<file path="src/rtl/vagas_pkg.sv">
// Shared types and mapping helpers for the parking vacancy controller.
package vagas_pkg;

  localparam int unsigned N_VAGAS = 8;
  localparam int unsigned N_LIN   = 4;

  localparam logic [1:0] COL_ODD  = 2'b01;
  localparam logic [1:0] COL_EVEN = 2'b10;

  typedef enum logic [1:0] {IDLE, ACK, RESV, NEG} state_t;

  // Lin[j] shows space (3-j)*2 + (1-phase): phase 0 drives odd spaces, phase 1 even.
  function automatic logic [2:0] lin_space(input logic phase, input logic [1:0] j);
    return {~j, ~phase};
  endfunction

  function automatic logic [2:0] lowest_free(input logic [N_VAGAS-1:0] occ);
    logic [2:0] idx;
    idx = '0;
    for (int i = N_VAGAS - 1; i >= 0; i--) begin
      if (!occ[i]) idx = 3'(i);
    end
    return idx;
  endfunction

  function automatic logic [3:0] free_count(input logic [N_VAGAS-1:0] occ);
    logic [3:0] n;
    n = '0;
    for (int i = 0; i < N_VAGAS; i++) begin
      n = n + {3'b000, ~occ[i]};
    end
    return n;
  endfunction

endpackage

</file>
<file path="src/rtl/debounce_vaga.sv">
// One space sensor: 2-FF synchroniser followed by a consecutive-difference debouncer.
module debounce_vaga #(
  parameter int unsigned DEB_CYCLES = 1000
) (
  input  logic i_clk,
  input  logic i_rst_n,
  input  logic i_raw,
  output logic o_stable
);

  localparam int unsigned CW = (DEB_CYCLES > 1) ? $clog2(DEB_CYCLES) : 1;

  logic          r_sync1;
  logic          r_sync2;
  logic          r_stable;
  logic [CW-1:0] r_cnt;

  always_ff @(posedge i_clk or negedge i_rst_n) begin
    if (!i_rst_n) begin
      r_sync1  <= 1'b0;
      r_sync2  <= 1'b0;
      r_stable <= 1'b0;
      r_cnt    <= '0;
    end else begin
      r_sync1 <= i_raw;
      r_sync2 <= r_sync1;
      if (r_sync2 == r_stable) begin
        r_cnt <= '0;
      end else if (r_cnt == CW'(DEB_CYCLES - 1)) begin
        r_stable <= r_sync2;
        r_cnt    <= '0;
      end else begin
        r_cnt <= r_cnt + 1'b1;
      end
    end
  end

  assign o_stable = r_stable;

endmodule

</file>
<file path="src/rtl/gerenciador_vagas.sv">
// Parking vacancy controller: sensor debounce, LED column scan, free count and
// entry-gate Req/Ack arbitration with a single timed reservation.
module gerenciador_vagas
  import vagas_pkg::*;
#(
  parameter int unsigned SCAN_DIV    = 50000,
  parameter int unsigned DEB_CYCLES  = 1000,
  parameter int unsigned RES_TIMEOUT = 5000000
) (
  input  logic       Clock,
  input  logic       Reset_n,
  input  logic [7:0] CH,
  input  logic       Req,
  output logic [1:0] Col,
  output logic [3:0] Lin,
  output logic [3:0] Livres,
  output logic       Cheio,
  output logic       Ack,
  output logic       Negado,
  output logic [2:0] Vaga
);

  localparam int unsigned PW = $clog2(SCAN_DIV);
  localparam int unsigned TW = $clog2(RES_TIMEOUT);

  logic [N_VAGAS-1:0] w_stable;
  logic [N_VAGAS-1:0] w_occ;
  logic [N_VAGAS-1:0] r_reserved;
  logic [PW-1:0]      r_presc;
  logic               r_phase;
  logic [TW-1:0]      r_timer;
  logic [2:0]         r_vaga;
  state_t             r_state;
  state_t             w_state_next;
  logic               w_grant;
  logic               w_release;
  logic               w_arrived;
  logic [3:0]         w_free;
  logic [3:0]         w_lin;

  for (genvar g = 0; g < N_VAGAS; g++) begin : g_deb
    debounce_vaga #(
      .DEB_CYCLES(DEB_CYCLES)
    ) u_deb (
      .i_clk   (Clock),
      .i_rst_n (Reset_n),
      .i_raw   (CH[g]),
      .o_stable(w_stable[g])
    );
  end

  assign w_occ     = w_stable | r_reserved;
  assign w_free    = free_count(w_occ);
  assign w_arrived = w_stable[r_vaga];

  always_comb begin
    w_lin = '0;
    for (int j = 0; j < N_LIN; j++) begin
      w_lin[j] = ~w_occ[lin_space(r_phase, 2'(j))];
    end
  end

  always_ff @(posedge Clock or negedge Reset_n) begin
    if (!Reset_n) begin
      r_presc <= '0;
      r_phase <= 1'b0;
      Col     <= 2'b00;
      Lin     <= 4'b0000;
      Livres  <= 4'd8;
      Cheio   <= 1'b0;
    end else begin
      if (r_presc == PW'(SCAN_DIV - 1)) begin
        r_presc <= '0;
        r_phase <= ~r_phase;
      end else begin
        r_presc <= r_presc + 1'b1;
      end
      Col    <= r_phase ? COL_EVEN : COL_ODD;
      Lin    <= w_lin;
      Livres <= w_free;
      Cheio  <= (w_free == 4'd0);
    end
  end

  always_comb begin
    w_state_next = r_state;
    w_grant      = 1'b0;
    w_release    = 1'b0;
    unique case (r_state)
      IDLE: begin
        if (Req && (|(~w_occ))) begin
          w_state_next = ACK;
          w_grant      = 1'b1;
        end else if (Req && Cheio) begin
          w_state_next = NEG;
        end
      end
      ACK: begin
        if (!Req) w_state_next = RESV;
      end
      RESV: begin
        if (w_arrived || (r_timer == TW'(RES_TIMEOUT - 1))) begin
          w_state_next = IDLE;
          w_release    = 1'b1;
        end
      end
      NEG: begin
        if (!Req) w_state_next = IDLE;
      end
      default: w_state_next = IDLE;
    endcase
  end

  always_ff @(posedge Clock or negedge Reset_n) begin
    if (!Reset_n) begin
      r_state    <= IDLE;
      r_reserved <= '0;
      r_vaga     <= '0;
      r_timer    <= '0;
    end else begin
      r_state <= w_state_next;
      if (w_grant) begin
        r_reserved[lowest_free(w_occ)] <= 1'b1;
        r_vaga                         <= lowest_free(w_occ);
        r_timer                        <= '0;
      end else begin
        // An arrival while still in ACK frees the slot early; RESV exits on the next cycle.
        if (w_release || ((r_state == ACK) && w_arrived)) r_reserved[r_vaga] <= 1'b0;
        if (((r_state == ACK) || (r_state == RESV)) && (r_timer != TW'(RES_TIMEOUT - 1))) begin
          r_timer <= r_timer + 1'b1;
        end
      end
    end
  end

  assign Ack    = (r_state == ACK);
  assign Negado = (r_state == NEG);
  assign Vaga   = r_vaga;

endmodule
</file>
<file path="config.mk">
export PLATFORM = sky130hd
export DESIGN_NAME = gerenciador_vagas
export DESIGN_NICKNAME = d
export VERILOG_FILES = /design/src/rtl/vagas_pkg.sv /design/src/rtl/debounce_vaga.sv /design/src/rtl/gerenciador_vagas.sv
export SDC_FILE = /design/constraint.sdc
export NUM_CORES = 1
export LEC_CHECK = 0
export CAP_MARGIN = 5
export CORE_MARGIN = 2
export CORE_UTILIZATION = 45
export CTS_CLUSTER_DIAMETER = 60
export DETAILED_ROUTE_END_ITERATION = 16
export PLACE_DENSITY = 0.69
export REMOVE_ABC_BUFFERS = 1
export SKIP_CTS_REPAIR_TIMING = 1
export SYNTH_ARGS = -nofsm -noshare
export SYNTH_HDL_FRONTEND = slang
export SYNTH_HIERARCHICAL = 1
export SYNTH_SLANG_ARGS = --single-unit
</file>
<file path="constraint.sdc">
create_clock -name Clock -period 8.16 [get_ports Clock]
set_input_delay 1.632 -clock Clock [delete_from_list [all_inputs] [get_ports Clock]]
set_output_delay 1.632 -clock Clock [all_outputs]
set_load 0.05 [all_outputs]
</file>
==> run summary, run 1 <==
Setup TNS - 0 ps
GR Util met3 - 3.82%
Ant diodes - 0
Compound-Gate Fraction of Synth Area - 11.5%
Vias in the first global route - 5701
Met2 Track Usage GR - 26.0%
Period utilization - 45.0%
Final Hold Viols - 0
CP Capture Type - output pin
Avg Vias per Cell - 5.59
# DRC - 0
Critical Path AT - 2040 ps
Die extent in y - 139 um
EDFF count, synth - 0
Synthesized area - 8250 um^2
Synth warn - 6
Static Leak - 3.88 nW
Worst rel slew slack - 24.7%
Core area - 18000 um^2
CTS H-tree lvls - 4
First-pass GRT wire length - 27200 um
Pre-antenna DRT Iters - 4
CTS tree - done
Final WL - 15600 um
I/O Buffers - 26
Antenna Nets Post-Route - 0
CP required - 6530 ps
Post-Synth Adder-Cell Area - 3.70%
Post-Synth XOR/XNOR Area - 7.22%
Synth unique cells - 56
Largest cells by area after synthesis - dfrtp_1 51%, xor2_1 4.7%, nor2_1 3.9%
# rows - 49
Vias - 5953
RePlAce Congestion - 0.843
Critical Path Fanout Max - 5
Asr flop ratio synth - 100%
Final setup fails - 0
WHS - 348 ps
Cell count after synthesis - 784
Max cap viols - 0
Synth-to-Final Area Change - 13.2%
Syn Area/Cell - 10.5 um^2
GRT Overall Usage - 16.9%
Gr ovfl total - 0
Largest net degree at the start of global routing - 104
Initial antenna violation count - 0
Share of cells above drive strength 1 - 12.7%
Synth top area share - 50.7%
Tot Pwr - 1.95 mW
Die ar. - 19400 um^2
CTS Buffer Depth - 2
Clk slew on worst S/H paths - 70 ps
Num CTS Buffers - 17
Slew Limit Fails - 0
Post-synth top area cell - dfrtp_1
Clock latency at the later pin of the worst-skew pair - 430 ps
Main flop type after synthesis - dfrtp_1
DP Wirelength - 10500 um
Sink Count - 168
Die X - 139 um
Nets - 855
Main combinational cell family by area after synthesis - simple AND/OR/NAND/NOR gates
Number of synthesized register bits - 168
F_max - 273 MHz
Area share of and/or/nand/nor cells after synthesis - 22.3%
Mux contribution to synthesized area - 2.20%
Setup Crit Path Kind - flop to output pin
Register area share after synthesis - 51.0%
Startpoint types - flop
Most Crowded Layer GR - met2
Worst slew pin tran - 1110 ps
Unrepaired setup endpoints after global routing - false
Starting Density - 45.9%
Max IR drop VDD - 158 uV
Routing usage on met1 - 23.8%
Wirelength per Cell - 14.7 um
Worst hold path type - flop to flop
Root Buffer - clkbuf_16
Outcome - finished clean
Pwr Density - 208 nW/um^2
Min Tclk post-route - 3670 ps
Iteration-0 DRC Markers - 384
Num ports - 27
Clock Skews - 16.4 ps
worst max-delay path, stage by stage, from the launching register on:
cell             delay, ps
dfrtp_1                390
inv_1                  100
ha_1                   240
clkdlybuf4s50_1        880
Yosys cell counts (all sizes together) (10+ instances only):
cell type  number
a21oi          30
and3           15
dfrtp         167
ha             18
inv            34
mux2           10
nand2          57
nand3          60
nand4          24
nor2           86
o211ai         23
o21ai          30
or3            19
or4            16
xnor2          24
xor2           44
cells in the final DEF (no fill, tap or decap), drive strengths merged, types with 9 or more instances in the layout:
cell type      count
or3               19
o211ai            23
or4               16
ha                18
and3              15
nand4             24
clkdlybuf4s50     25
a21oi             30
o31ai              9
nor2              86
o21ai             30
dfrtp            167
xor2              44
nand2             57
nand3             60
xnor2             24
clkbuf            19
inv               39
mux2              10
worst paths after layout:
check	from	end	slack (ps)	cells past startpoint
worst max-delay path	r_state[1]	Ack	4490	3
worst min-delay path	g_deb[7].u_deb/r_sync1	g_deb[7].u_deb/r_sync2	350	0
worst max register to register	g_deb[1].u_deb/o_stable	Cheio	4780	10
worst min register to register	g_deb[7].u_deb/r_sync1	g_deb[7].u_deb/r_sync2	350	0
max in group asynchronous	Reset_n	g_deb[4].u_deb/r_cnt[5]	5460	2
min in group asynchronous	Reset_n	r_timer[3]	1300	1
registers in the layout, summed over array words and instances, names as in the netlist:
register              count
g_deb.u_deb/r_cnt        80
r_timer                  23
r_presc                  16
g_deb.u_deb/o_stable      8
g_deb.u_deb/r_sync1       8
g_deb.u_deb/r_sync2       8
r_reserved                8
Lin                       4
Livres                    4
Vaga                      3
Col                       2
r_state                   2
Cheio                     1
r_phase                   1
stage by stage:
step	cells	utilization (%)	cell area (um^2)	worst slack [ps]
floorplan	775	-	8200	4900
global placement	1032	48.8	8770	4350
detailed placement	1032	48.8	8770	4360
CTS	1064	52.0	9330	4470
global route	1064	52.0	9330	4400
finish	1064	52.0	9330	4490
final cells by class:
| class | count | area (um^2) |
|---|---|---|
| inverters | 34 | 128 |
| flip-flops and latches | 168 | 4210 |
| well taps | 229 | 287 |
| clock inverters | 13 | 111 |
| multi-input cells | 573 | 3870 |
| repair buffers | 28 | 277 |
| fillers | 1634 | 8630 |
| clock buffers | 19 | 453 |
routing by layer:
metal  vias up  wire, um
li1       2947         -
met1      2912      7750
met2        80      7120
met3        14       514
met4         0       242
met5         -         0
kinds of logic (layout without fill, tap and decap cells):
kind of cell               count (synthesis)  count (layout)
xor gates and xnor gates                  68              68
muxes                                     14              14
buffers and inverters                     43              94
adders and majority gates                 22              22
AOI/OAI and AO/OA                        140             140
and+or+nand+nor                          329             329
DFF                                      168             168
power breakdown:
group | switching (mW) | total [mW] | internal [mW] | leakage (nW)
Sequential | 0.0579 | 0.943 | 0.885 | 2.18
Clock | 0.351 | 0.765 | 0.414 | 0.276
Combinational | 0.141 | 0.237 | 0.0965 | 1.42
Power figures use the tool's default switching activity.
==> run 2, diff against run 1 <==
PLACE_DENSITY = 0.71   (was 0.69)
clock period = 3.25 ns   (was 8.16 ns; I/O delays follow)
==> run summary, run 2 (synthesized netlist as in run 1, its figures left out) <==
Outcome - finished clean
Core area - 18000 um^2 (unchanged)
Die X - 139 um (unchanged)
Avg Vias per Cell - 5.60 (about the same)
Reg2reg start - r_reserved[3]
Critical Path AT - 3530 ps (+1490 ps)
Sw frac - 28.6% (+0.32 points)
# rows - 49 (unchanged)
R2R setup slack - 40 ps (-4740 ps)
Clock Skews - 9.55 ps (-6.83 ps)
Static Leak - 3.93 nW (+1.5%)
F_max - 312 MHz
Reg2Reg Depth - 10 (unchanged)
DP Worst Slack - -19.8 ps (-4380 ps)
CTS Buffer Depth - 2 (unchanged)
RePlAce Congestion - 0.874 (+3.7%)
Max cap viols - 0 (unchanged)
CP required - 3570 ps (-2960 ps)
Largest reg by FF count - g_deb.u_deb/r_cnt
Most common cell after layout, fill and taps aside - dfrtp_1
Max reg flops - 80 (unchanged)
Startpoint types - flop
Largest net degree at the start of global routing - 68 (-35%)
Initial antenna violation count - 0 (unchanged)
# DRC - 0 (unchanged)
Logic pwr share - 12.3% (about the same)
Sink Count - 168 (unchanged)
Vias - 6021 (+1.1%)
Dpl cells - 1043 (+1.1%)
Internal cell power - 3.48 mW (+150%)
Final setup fails - 0 (unchanged)
Die ar. - 19400 um^2 (unchanged)
Biggest registers after layout - g_deb.u_deb/r_cnt (80), r_timer (23), r_presc (16)
Slew Limit Fails - 0 (unchanged)
Sequential share of power - 48.7% (+0.2 points)
First-pass GRT wire length - 27900 um (+2.7%)
Critical Path Fanout Max - 3 (-2)
Period utilization - 98.7%
CP Capture Type - flop
Final Hold Viols - 0 (unchanged)
Reg-to-Reg End - Cheio
Gr ovfl total - 0 (unchanged)
Multi-input gate area - 3890 um^2 (+0.45%)
CP bufs+invs - 3 (+1)
Most frequent cells in the layout - 167 x dfrtp_1, 86 x nor2_1, 57 x nand2_1
Die extent in y - 139 um (unchanged)
CTS tree - done
CP top delay family - adder cells
DP Wirelength - 11100 um (+5.2%)
Worst slew pin tran - 1150 ps (+33.7 ps)
Final WL - 16000 um (+2.3%)
Fillers - 1559 (-4.6%)
Unrepaired setup endpoints after global routing - true
I/O Buffers - 26 (unchanged)
Share of cells above drive strength 1 - 14.2% (+1.5 points)
Vias in the first global route - 5920 (+3.8%)
Worst rel slew slack - 22.4% (-2.3 points)
Num CTS Buffers - 17 (unchanged)
Final WS setup - 42.6 ps (-4450 ps)
Pwr Density - 516 nW/um^2 (+150%)
Final non-filler cell total - 1076 (+1.1%)
Min Tclk post-route - 3210 ps
GRT Overall Usage - 17.4% (+0.41 points)
Antenna Nets Post-Route - 0 (unchanged)
Synth-to-Final Area Change - 14.6%
Pre-antenna DRT Iters - 7 (+3)
Storage cell area - 4210 um^2 (unchanged)
Worst hold path type - input port to async pin
Crit-path cells - or2_4 -> fa_1 -> fa_1 -> fa_1 -> inv_2 -> ha_4 -> inv_2 -> fa_1 -> inv_1 -> nor4_1
Starting Density - 45.9% (unchanged)
Reported net switching power - 1.39 mW (+150%)
Clock share of power - 39.0% (-0.3 points)
Tot Pwr - 4.87 mW (+150%)
Max IR drop VDD - 394 uV (+150%)
Clock latency at the later pin of the worst-skew pair - 420 ps (about the same)
Ant diodes - 0 (unchanged)
Wirelength per Cell - 14.9 um (+1.2%)
Setup Crit Path Kind - flop to flop
CTS H-tree lvls - 4 (unchanged)
Num ports - 27 (unchanged)
CP most frequent cell - fa_1
Iteration-0 DRC Markers - 437 (+14%)
Design area - 9450 um^2 (+1.2%)
WHS - 234 ps (-114 ps)
Slowest stage cell, crit path - fa_1
Clk slew on worst S/H paths - 70 ps (about the same)
Nets - 867 (+1.4%)
Root Buffer - clkbuf_16
Placed cell area - 8860 um^2 (+1.1%)
Max incr delay on CP - 560 ps (-320 ps)
==> run 2: cell types whose count changed in the layout (fill, tap and decap cells not counted), moves of 2 or more <==
| cell | previous run | this run |
|---|---|---|
| clkinv_4 | 4 | 1 |
| clkbuf_8 | 2 | 0 |
| inv_1 | 34 | 32 |
| inv_6 | 2 | 6 |
| or2_2 | 4 | 2 |
| or2_4 | 0 | 2 |
| buf_4 | 2 | 13 |
| inv_2 | 0 | 2 |
==> run 2: routing by layer <==
layer | vias to the layer above | wire length [um] | global-route usage [%]
met1 | 2946 | 7710 | 24.3
met2 | 90 | 7460 | 27.5
met3 | 17 | 608 | 4.03
met5 | - | 0 | 0
li1 | 2968 | - | -
met4 | 0 | 224 | 4.52
==> run 2: layout make-up <==
class | count | area share (%)
clock inverter | 14 | 1.34
clock buffer | 18 | 4.54
multi-input combinational | 573 | 41.2
sequential | 168 | 44.5
tap | 229 | 3.03
timing repair buffer | 40 | 4.01
inverter | 34 | 1.35
==> run 2: worst max-delay path by stage <==
stage | startpoint | end | slack (ps) | cells after the start
floorplan | g_deb[1].u_deb/o_stable | Cheio | 40 | 10
global placement | g_deb[1].u_deb/o_stable | Cheio | 10 | 10
detailed placement | g_deb[1].u_deb/o_stable | Cheio | -20 | 10
CTS | g_deb[1].u_deb/o_stable | Cheio | -50 | 10
global route | r_reserved[3] | Cheio | -50 | 10
finish | r_reserved[3] | Cheio | 40 | 10
==> run 2: power groups by stage <==
stage | Sequential (mW) | Combinational (mW) | Clock, mW
5_1_grt | 2.39 | 0.673 | 2.05
6_report | 2.37 | 0.599 | 1.90
3_5_place_dp | 2.40 | 0.599 | 0
2_1_floorplan | 2.38 | 0.420 | 0
4_1_cts | 2.37 | 0.602 | 1.97
3_3_place_gp | 2.40 | 0.582 | 0
==> run 2: metrics by stage <==
stage	utilization, %	setup TNS (ps)
2_1_floorplan	-	0
3_3_place_gp	49.3	0
3_5_place_dp	49.3	-19.8
4_1_cts	52.4	-51.0
5_1_grt	52.6	-52.7
6_report	52.6	0
